--- config.mk ---
export PLATFORM = sky130hd
export DESIGN_NAME = lifo_serializer
export DESIGN_NICKNAME = d
export VERILOG_FILES = /design/src/rtl/lifo_serializer.sv
export SDC_FILE = /design/constraint.sdc
export NUM_CORES = 1
export LEC_CHECK = 0
export BUFFER_PORTS_ARGS = -buffer_cell sky130_fd_sc_hd__buf_4
export CELL_PAD_IN_SITES_DETAIL_PLACEMENT = 0
export CELL_PAD_IN_SITES_GLOBAL_PLACEMENT = 1
export CORE_UTILIZATION = 33
export DETAILED_ROUTE_END_ITERATION = 12
export GPL_ROUTABILITY_DRIVEN = 0
export PLACE_DENSITY = 0.64
export SETUP_SLACK_MARGIN = 0.5
export SYNTH_ARGS = -nofsm -noshare
export SYNTH_HDL_FRONTEND = slang
export SYNTH_SLANG_ARGS = --single-unit
--- constraint.sdc ---
create_clock -name clock -period 2.21 [get_ports clock]
set_input_delay 0.1105 -clock clock [delete_from_list [all_inputs] [get_ports clock]]
set_output_delay 0.1105 -clock clock [all_outputs]
set_load 0.005 [all_outputs]
--- src/rtl/lifo_serializer.sv ---
// Drains the project LIFO one word at a time and shifts each word out LSB first
// on a valid/ready serial link, with an optional even-parity bit per frame.
module lifo_serializer #(
  parameter int unsigned DATA_W    = 5,
  parameter bit          PARITY_EN = 1'b1,
  parameter int unsigned CNT_W     = 8
) (
  input  logic              clock,
  input  logic              reset,
  input  logic              lifo_val,
  input  logic [DATA_W-1:0] lifo_data,
  output logic              lifo_read,
  output logic              ser_data,
  output logic              ser_valid,
  input  logic              ser_ready,
  output logic              ser_first,
  output logic              ser_last,
  output logic              busy,
  output logic [CNT_W-1:0]  words_sent
);

  localparam int unsigned BC_W = (DATA_W > 1) ? $clog2(DATA_W) : 1;

  typedef enum logic [1:0] {
    IDLE  = 2'd0,
    SHIFT = 2'd1,
    PAR   = 2'd2,
    GAP   = 2'd3
  } state_t;

  state_t            state_q;
  logic [DATA_W-1:0] shift_q;
  logic [BC_W-1:0]   bitcnt_q;
  logic              parity_q;
  logic [CNT_W-1:0]  cnt_q;
  logic              last_bit;

  assign last_bit = (bitcnt_q == BC_W'(DATA_W - 1));

  // State, datapath and frame counter; reset wins over everything, even mid-frame
  always_ff @(posedge clock) begin
    if (!reset) begin
      state_q  <= IDLE;
      shift_q  <= '0;
      bitcnt_q <= '0;
      parity_q <= 1'b0;
      cnt_q    <= '0;
    end else begin
      unique case (state_q)
        IDLE: begin
          if (lifo_val) begin
            shift_q  <= lifo_data;
            bitcnt_q <= '0;
            parity_q <= ^lifo_data;
            state_q  <= SHIFT;
          end
        end
        SHIFT: begin
          if (ser_ready) begin
            shift_q  <= shift_q >> 1;
            bitcnt_q <= bitcnt_q + BC_W'(1);
            if (last_bit) begin
              if (PARITY_EN) begin
                state_q <= PAR;
              end else begin
                state_q <= GAP;
                cnt_q   <= cnt_q + CNT_W'(1);
              end
            end
          end
        end
        PAR: begin
          if (ser_ready) begin
            state_q <= GAP;
            cnt_q   <= cnt_q + CNT_W'(1);
          end
        end
        default: state_q <= IDLE;
      endcase
    end
  end

  // Link outputs are a decode of the current state, forced quiet while in reset
  always_comb begin
    ser_valid = 1'b0;
    ser_data  = 1'b0;
    ser_first = 1'b0;
    ser_last  = 1'b0;
    if (reset) begin
      unique case (state_q)
        SHIFT: begin
          ser_valid = 1'b1;
          ser_data  = shift_q[0];
          ser_first = (bitcnt_q == '0);
          ser_last  = last_bit && !PARITY_EN;
        end
        PAR: begin
          ser_valid = 1'b1;
          ser_data  = parity_q;
          ser_last  = 1'b1;
        end
        default: ser_valid = 1'b0;
      endcase
    end
  end

  assign lifo_read  = (state_q == IDLE) && lifo_val && reset;
  assign busy       = (state_q != IDLE) && reset;
  assign words_sent = cnt_q;

endmodule
Word level (Yosys, flattened, before mapping)
Cells that the tools add are included.

word-level totals
  register bits after elaboration = 19
  input port bits = 9

operators by class
  add/subtract/negate cells = 2
  eq/ne operators = 7
  muxes and demuxes = 19
  reduce and logical (&&, ||, !) cells = 13

operators with widths
  kind                 number
  $mux 5               2
  $pmux 5 s2           1
  $add 8x1->8 const B  1
  $mux 2               4
  $ne 2x2->1 const B   4
  $mux 1               7
  $mux 3               2
  $pmux 2 s3           1
  $pmux 3 s2           1
  $reduce_xor 5->1     1
  $reduce_and 2->1     2
  $reduce_and 4->1     1
  $reduce_bool 2->1    2
  $add 3x1->3 const B  1
  $eq 3x3->1 const B   1
  $logic_and 1x1->1    3
  $logic_not 3->1      1
  $reduce_and 3->1     1
  $eq 2x1->1 const B   1
  $eq 2x2->1 const B   1
  $logic_not 2->1      1
  $pmux 1 s2           1
  $reduce_or 2->1      1

Logic depth before layout (Yosys ltp)
Gate-level depths: netlist (run 1).

  depth after elaboration = 4
  mapped depth = 7

Least setup slack after synthesis (run 1)
Ideal clock, no wire load.

  path kind = register to register
  from = register state_q[1]
  to = register shift_q[0]
  arrival time = 1.313 ns
  required time = 2.094 ns
  path slack = 0.781 ns
  stages on the path, launching flop included = 7
  clock period less this slack = 1.429 ns
  cell sequence = dfxtp_1 -> inv_1 -> ha_1 -> buf_6 -> o211a_1 -> buf_6 -> o211a_1

between the ends
  word-level cells in the longest chain between the ends = 3

RTL lines
  what                                                              line  RTL
  start: declaration                                                31    state_t state_q;
  start signal: assignment                                          43    state_q <= IDLE;
  start signal: assignment                                          55    state_q <= SHIFT;
  start signal: assignment                                          64    state_q <= PAR;
  $eq 2x1->1 or $logic_not 2->1 (tied branches)                     49    unique case (state_q)
  $ne 2x2->1 (no source line) or $reduce_bool 2->1 (tied branches)  -
  $reduce_and 3->1 (no source line)                                 -
  end signal: assignment                                            52    shift_q <= lifo_data;
  end signal: assignment                                            60    shift_q <= shift_q >> 1;
  end: declaration                                                  32    logic [DATA_W-1:0] shift_q;

Several ways; a longest one is shown, not always the timed one.
A chain may end at the register's enable or synchronous reset.

Worst setup path after layout (run 1)
  from = register state_q[0]
  to = output port ser_data

between the ends
  word-level cells in the longest chain between the ends = 3

RTL lines
  what                                      line  RTL
  $eq 2x2->1 or $eq 2x1->1 (tied branches)  90    unique case (state_q)
  $pmux 1 s2 *                              90
  $mux 1 *                                  89    if (reset) begin
  end: declaration                          13    output logic ser_data,

Mark *: on every way between the ends. The rest lies on a longest branch, timed or not.

==> metrics.txt, run 1 <==
Hold/Removal Path Class input port to register; DIE AREA roughly 3500 um2; diode count 0; Fin. Hold Viols 0; worst-skew pair later-pin latency 0.30 ns; RSZ-0062 raised after global routing false; number of iterations in the first detailed-routing pass 4; Iter 0 DRT Violations 24; Die Wd just under 60 um; WL per Instance around 12 um; CP Cell Sequence inv_1 > ha_1 > and2_1 > nor2b_1 > buf_4; CTS Root Cell clkbuf_4; DPL Wire Length roughly 1600 um; Placeable Area 3080 um2; Worst Skew around 0.0063 ns; status completed; fin crit share 0.729; CP Capture Type output pin; Syn. warnings 0; PwrDens 972 nW/um2; CTS sink cnt 19; Vias 824; CP Launch Type register; Post-Syn Nets 130; Mapped Avg Cell Area 9.43 um2; post-route insts no fill approximately 180; Total Wirelength around 2100 um; mapped cell area around 1100 um2; first-pass GRT wire length ~3500 um; Sum Neg Setup Slack 0 ns; placed insts roughly 180; Worst path max stage delay about 0.40 ns; register area share after synthesis 0.354; CTS tree done; Area Growth Syn to Fin 22.7%; Post-synth EDFFs 0; Clock Tree Buf Depth 2; setup ws final between 0.5 and 0.6 ns; number of buffers created by CTS 3; sequential power share 0.362; Logic pwr share 0.499; Max Cap Viol 0; crit path DAT 1.50 ns; P_sw approximately 500 uW; WS Path Type register to output pin; DRT antenna net count 0; DRC viols 0; Initial Util 0.349; Syn Inst Count approximately 110; Critical Path RT 2.10 ns; CTS H-tree depth 1; Die Ht ~59 um; Worst-path clk slew between 0.1 and 0.15 ns; vias in the first global route between 700 and 800; worst relative slew slack 0.787; share of the synthesized area in the top cell type 0.354; Final Setup Violations 0; Total GRT Usage 0.136; GR Overflow Total 0; worst hold slack roughly 0.13 ns; Clock power frac 0.140; switching fraction of total power 0.380; Least-Margin Pin Slew between 0.3 and 0.4 ns; Final nets around 150; Fmax 621 MHz; Critical-path top delay cell dfxtp_1; internal power 795 uW; initial antenna violation count 0; Place WS slightly above 0.5 ns; max-slew violation count 0; I/O pins 23; area leader, netlist dfxtp_1; P_leak slightly below 0.6 nW; PortBufs 22; row count 20; largest net degree at the start of global routing 25; fin util 0.428; top cells by area, synth dfxtp_1 35%, ha_1 8.1%, xnor2_1 7.3%; Unique masters post-synth 32; layout cells sized above 1 0.277; Top FF cell, synth dfxtp_1; Post-synth top cells 19 x dfxtp_1, 11 x nand2_1, 9 x and2_1, 9 x xnor2_1; synthesized flop and latch total 19; count leader, synth dfxtp_1; Synth async-reset ratio 0; Final min period between 1.5 and 2 ns; CP Max Fanout 4; DR vias/cell roughly 4.6; VDD IR max about 0.32 mV
-- cells by family (layout without fill, tap and decap cells) --
logic type                 Yosys count  after routing  share of synthesized area
and+or+nand+nor                     45             45                      0.246
DFF                                 19             19                      0.354
AOI/OAI and AO/OA                   16             16                      0.128
muxes                                7              7                     0.0652
adders and majority gates            7              7                     0.0815
xor gates and xnor gates             9              9                     0.0733
buffers and inverters               11             34                     0.0524
-- timing repair --
item | in CTS | in global routing
gates resized for setup | 1 | 5
setup buffers | 0 | 1
endpoints found under the setup margin | 6 | 10
hold buffers | 0 | 0
-- placed cells by master (no fill, tap or decap) --
master,instances
buf_4,23
dfxtp_1,19
nand2_1,11
and2_1,9
xnor2_1,9
inv_1,7
mux2i_1,7
nand3_1,5
ha_1,5
nor2b_1,4
o211a_1,4
nor2_1,3
clkbuf_4,3
and3_1,2
o21ai_0,2
or3_1,2
a21boi_1,2
ha_2,2
and2_2,1
and4b_1,1
a22oi_2,1
nand3_2,1
nand2b_1,1
nand2b_2,1
o211a_4,1
o2bb2ai_1,1
o2111a_1,1
nor3b_2,1
or3b_1,1
and4_2,1
nand4_1,1
a21boi_0,1
a21bo_2,1
o2111a_2,1
o22ai_1,1
clkinv_2,1
-- cell type report --
type | count | area, um2
clock buffer | 3 | 22.5
clock inverter | 1 | 5.00
inverter | 7 | 26.3
timing repair buffer | 23 | 173
sequential | 19 | 380
tap | 44 | 55.1
multi-input combinational | 84 | 657
fill | 330 | 1760
-- state kept, by name, indices dropped and copies added (netlist names) --
signal and count:
shift_q 5, parity_q 1, words_sent 8, bitcnt_q 3, state_q 2
-- critical path, delay by kind of cell (launching register included) --
kind,cells,cell delay (ns)
buffers and inverters,2,0.21
adder cells (fa/ha/maj),1,0.32
flip-flops,1,0.40
AND/OR/NAND/NOR,2,0.27
-- power groups by stage --
stage / logic, mW / clock network, mW / registers [mW]
2_1_floorplan: 0.487 / 0 / 0.458
3_3_place_gp: 0.582 / 0 / 0.466
3_5_place_dp: 0.587 / 0 / 0.472
4_1_cts: 0.594 / 0.193 / 0.463
5_1_grt: 0.712 / 0.208 / 0.474
6_report: 0.640 / 0.179 / 0.464
-- metal layers --
layer  wire length [um]  part of all wire  track usage
met4                 41             0.020       0.0714
met3                 71             0.034       0.0262
met1               1080              0.52        0.184
met5                  0                 0            0
met2                886              0.43        0.205
-- through the flow --
step	total power, mW	cell area [um2]
final	1.28	1320
after global routing	1.39	1320
after CTS	1.25	1290
after detailed placement	1.06	1260
after global placement	1.05	1260
after floorplan	0.945	1070
-- final timing paths --
check / start / end / slack, ns / cells past startpoint
max: state_q[0]$_SDFFE_PN0P_ / ser_data / 0.60 / 5
min: ser_ready / words_sent[1]$_SDFFE_PN0P_ / 0.13 / 3
max reg2reg: state_q[0]$_SDFFE_PN0P_ / state_q[1]$_SDFFE_PN0P_ / 0.60 / 6
min reg2reg: words_sent[1]$_SDFFE_PN0P_ / words_sent[1]$_SDFFE_PN0P_ / 0.51 / 2
(Power assumes the default switching activity.)
==> run 2, diff against run 1 <==
Settings changed: ABC_AREA from default to 1, PLACE_DENSITY 0.64 to 0.71.
Clock period 2.21 ns to 1.4 ns, I/O delays scaled along.
==> metrics.txt, run 2 <==
status completed; most common cell after layout, fill and taps aside nand2_1; Fin. Hold Viols 0 (unchanged); VDD IR max 0.845 mV (+160%); CP Max Fanout 3 (-1); Unique masters post-synth 25 (-22%); DRT antenna net count 0 (unchanged); Clock Tree Buf Depth 2 (unchanged); Total Wirelength 2650 um (+27%); Total GRT Usage 0.167 (+0.0304); fin util 0.573 (+0.145); Post-synth top cells 40 x nand2_1, 24 x nor2_1, 23 x inv_1, 19 x dfxtp_1, 10 x o21ai_0; WS Path Type register to output pin; Iter 0 DRT Violations 53 (+120%); Fmax 737 MHz; synthesized flop and latch total 19 (unchanged); wire length on met1 1220 um (+13%); diode count 0 (unchanged); DPL Wire Length 1910 um (+23%); CTS H-tree depth 1 (unchanged); max-slew violation count 0 (unchanged); fin crit share 0.969; RSZ-0062 raised after global routing true; first-pass GRT wire length 4440 um (+27%); I/O pins 23 (unchanged); Vias 1,131 (+37%); area leader, netlist dfxtp_1; largest net degree at the start of global routing 18 (-28%); Post-Syn Nets 178 (+37%); CTS tree done; CTS sink cnt 19 (unchanged); Critical Path RT 1.33 ns (-0.77 ns); row count 20 (unchanged); P_leak 0.828 nW (+43%); number of buffers created by CTS 3 (unchanged); Least-Margin Pin Slew 0.317 ns (-0.00270 ns); number of iterations in the first detailed-routing pass 4 (unchanged); WL per Instance 10.6 um (-8.2%); Die Ht 59.8 um (+1.3%); Placeable Area 3100 um2 (+0.81%); Mapped Avg Cell Area 6.81 um2 (-28%); post-route insts no fill 251 (+39%); share of the synthesized area in the top cell type 0.345 (-0.00923); DR top layer met4; CP Launch Type register; GR Overflow Total 0 (unchanged); Syn Inst Count 162 (+42%); most frequent cells in the layout 34 x nand2_1, 30 x buf_4, 18 x nor2_1, 16 x inv_1, 13 x buf_6; DR WL met3 96 um (+35%); Total Power 2.47 mW (+92%); vias in the first global route 1,046 (+37%); mapped cell area 1100 um2 (+2.7%); CP Capture Type output pin; DRC viols 0 (unchanged); worst-skew pair later-pin latency 0.30 ns (about the same); Final Setup Violations 0 (unchanged); Syn. warnings 0 (unchanged); Initial Util 0.356 (+0.00646); DIE AREA 3580 um2 (+2.6%); Worst-path clk slew 0.12 ns (about the same); placed insts 229 (+30%); max reg flops 8 (unchanged); Sum Neg Setup Slack 0 ns (unchanged); count leader, synth nand2_1; register area share after synthesis 0.345 (-0.00923); Final min period 1.36 ns; PwrDens 1390 nW/um2 (+43%); Area Growth Syn to Fin 61.1%; Hold/Removal Path Class input port to register; CTS Root Cell clkbuf_4; DR WL met2 1310 um (+48%); DR vias/cell 4.51 (-1.0%); PortBufs 22 (unchanged); crit path DAT 1.29 ns (-0.21 ns); top cells by area, synth dfxtp_1 34%, nand2_1 14%, nor2_1 8.2%; FILL cells 314 (-4.8%); Final nets 224 (+45%); Die Wd 59.8 um (+1.3%); Max Cap Viol 0 (unchanged); worst relative slew slack 0.788 (+0.00157); Post-synth EDFFs 0 (unchanged); Top FF cell, synth dfxtp_1; Worst Skew 0.00798 ns (+0.00165 ns); initial antenna violation count 0 (unchanged); Synth async-reset ratio 0 (unchanged); layout cells sized above 1 0.498 (+0.220)
==> run 2: final timing paths <==
check | startpoint | to | slack, ns | cells after the start
max reg2reg | state_q[0]$_SDFFE_PN0P_ | bitcnt_q[1]$_SDFFE_PN0P_ | 0.06 | 8
min | lifo_data[4] | shift_q[4]$_SDFFE_PN0P_ | 0.05 | 3
max | state_q[1]$_SDFFE_PN0P_ | ser_data | 0.04 | 6
min reg2reg | bitcnt_q[0]$_SDFFE_PN0P_ | bitcnt_q[0]$_SDFFE_PN0P_ | 0.45 | 1
==> run 2: through the flow <==
stage / setup slack [ns] / instance area, um2 / hold slack [ns]
CTS: 0.0336 / 1610 / 0.0402
detailed placement: 0.0436 / 1430 / 0.377
finish: 0.0437 / 1780 / 0.0531
floorplan: 0.203 / 1210 / 0.193
global placement: 0.0884 / 1430 / 0.377
global route: -0.0303 / 1780 / 0.0476
==> run 2: cell families after synthesis <==
| family | Yosys count | synth area share |
|---|---|---|
| compound gates | 22 | 0.105 |
| xor+xnor | 3 | 0.0238 |
| fa+ha+maj | 7 | 0.0794 |
| buf+inv | 28 | 0.101 |
| flops | 19 | 0.345 |
| simple gates | 83 | 0.346 |
==> run 2: layout make-up <==
cell class	count	area (um2)	area share
timing repair buffer	43	372	0.209
clock inverter	1	5.00	0.00281
sequential	19	407	0.229
inverter	26	120	0.0676
clock buffer	3	22.5	0.0127
multi-input combinational	115	797	0.448
tap	44	55.1	0.0310
==> run 2: where the power goes <==
| part | switching [mW] | internal [mW] | total, mW |
|---|---|---|---|
| clock network | 0.178 | 0.107 | 0.285 |
| logic | 0.737 | 0.688 | 1.43 |
| registers | 0.0965 | 0.662 | 0.758 |
==> run 2: worst max-delay path, cell delays in order (launching register included) <==
cell	delay, ns
dfxtp_4	0.37
inv_4	0.07
ha_4	0.17
buf_6	0.12
nand2_4	0.04
a21oi_2	0.11
buf_4	0.11
==> run 2: what timing repair did <==
item                                    CTS  global route
pin swaps                                12            12
hold buffers                              0             0
buffers inserted                         10             8
endpoints found under the setup margin   30            32
resized for setup                        25            33
==> run 2: routing by layer <==
layer | vias up | track usage
met5 | - | 0
met4 | 0 | 0.0498
met3 | 5 | 0.0390
met2 | 14 | 0.283
met1 | 521 | 0.208
li1 | 591 | -
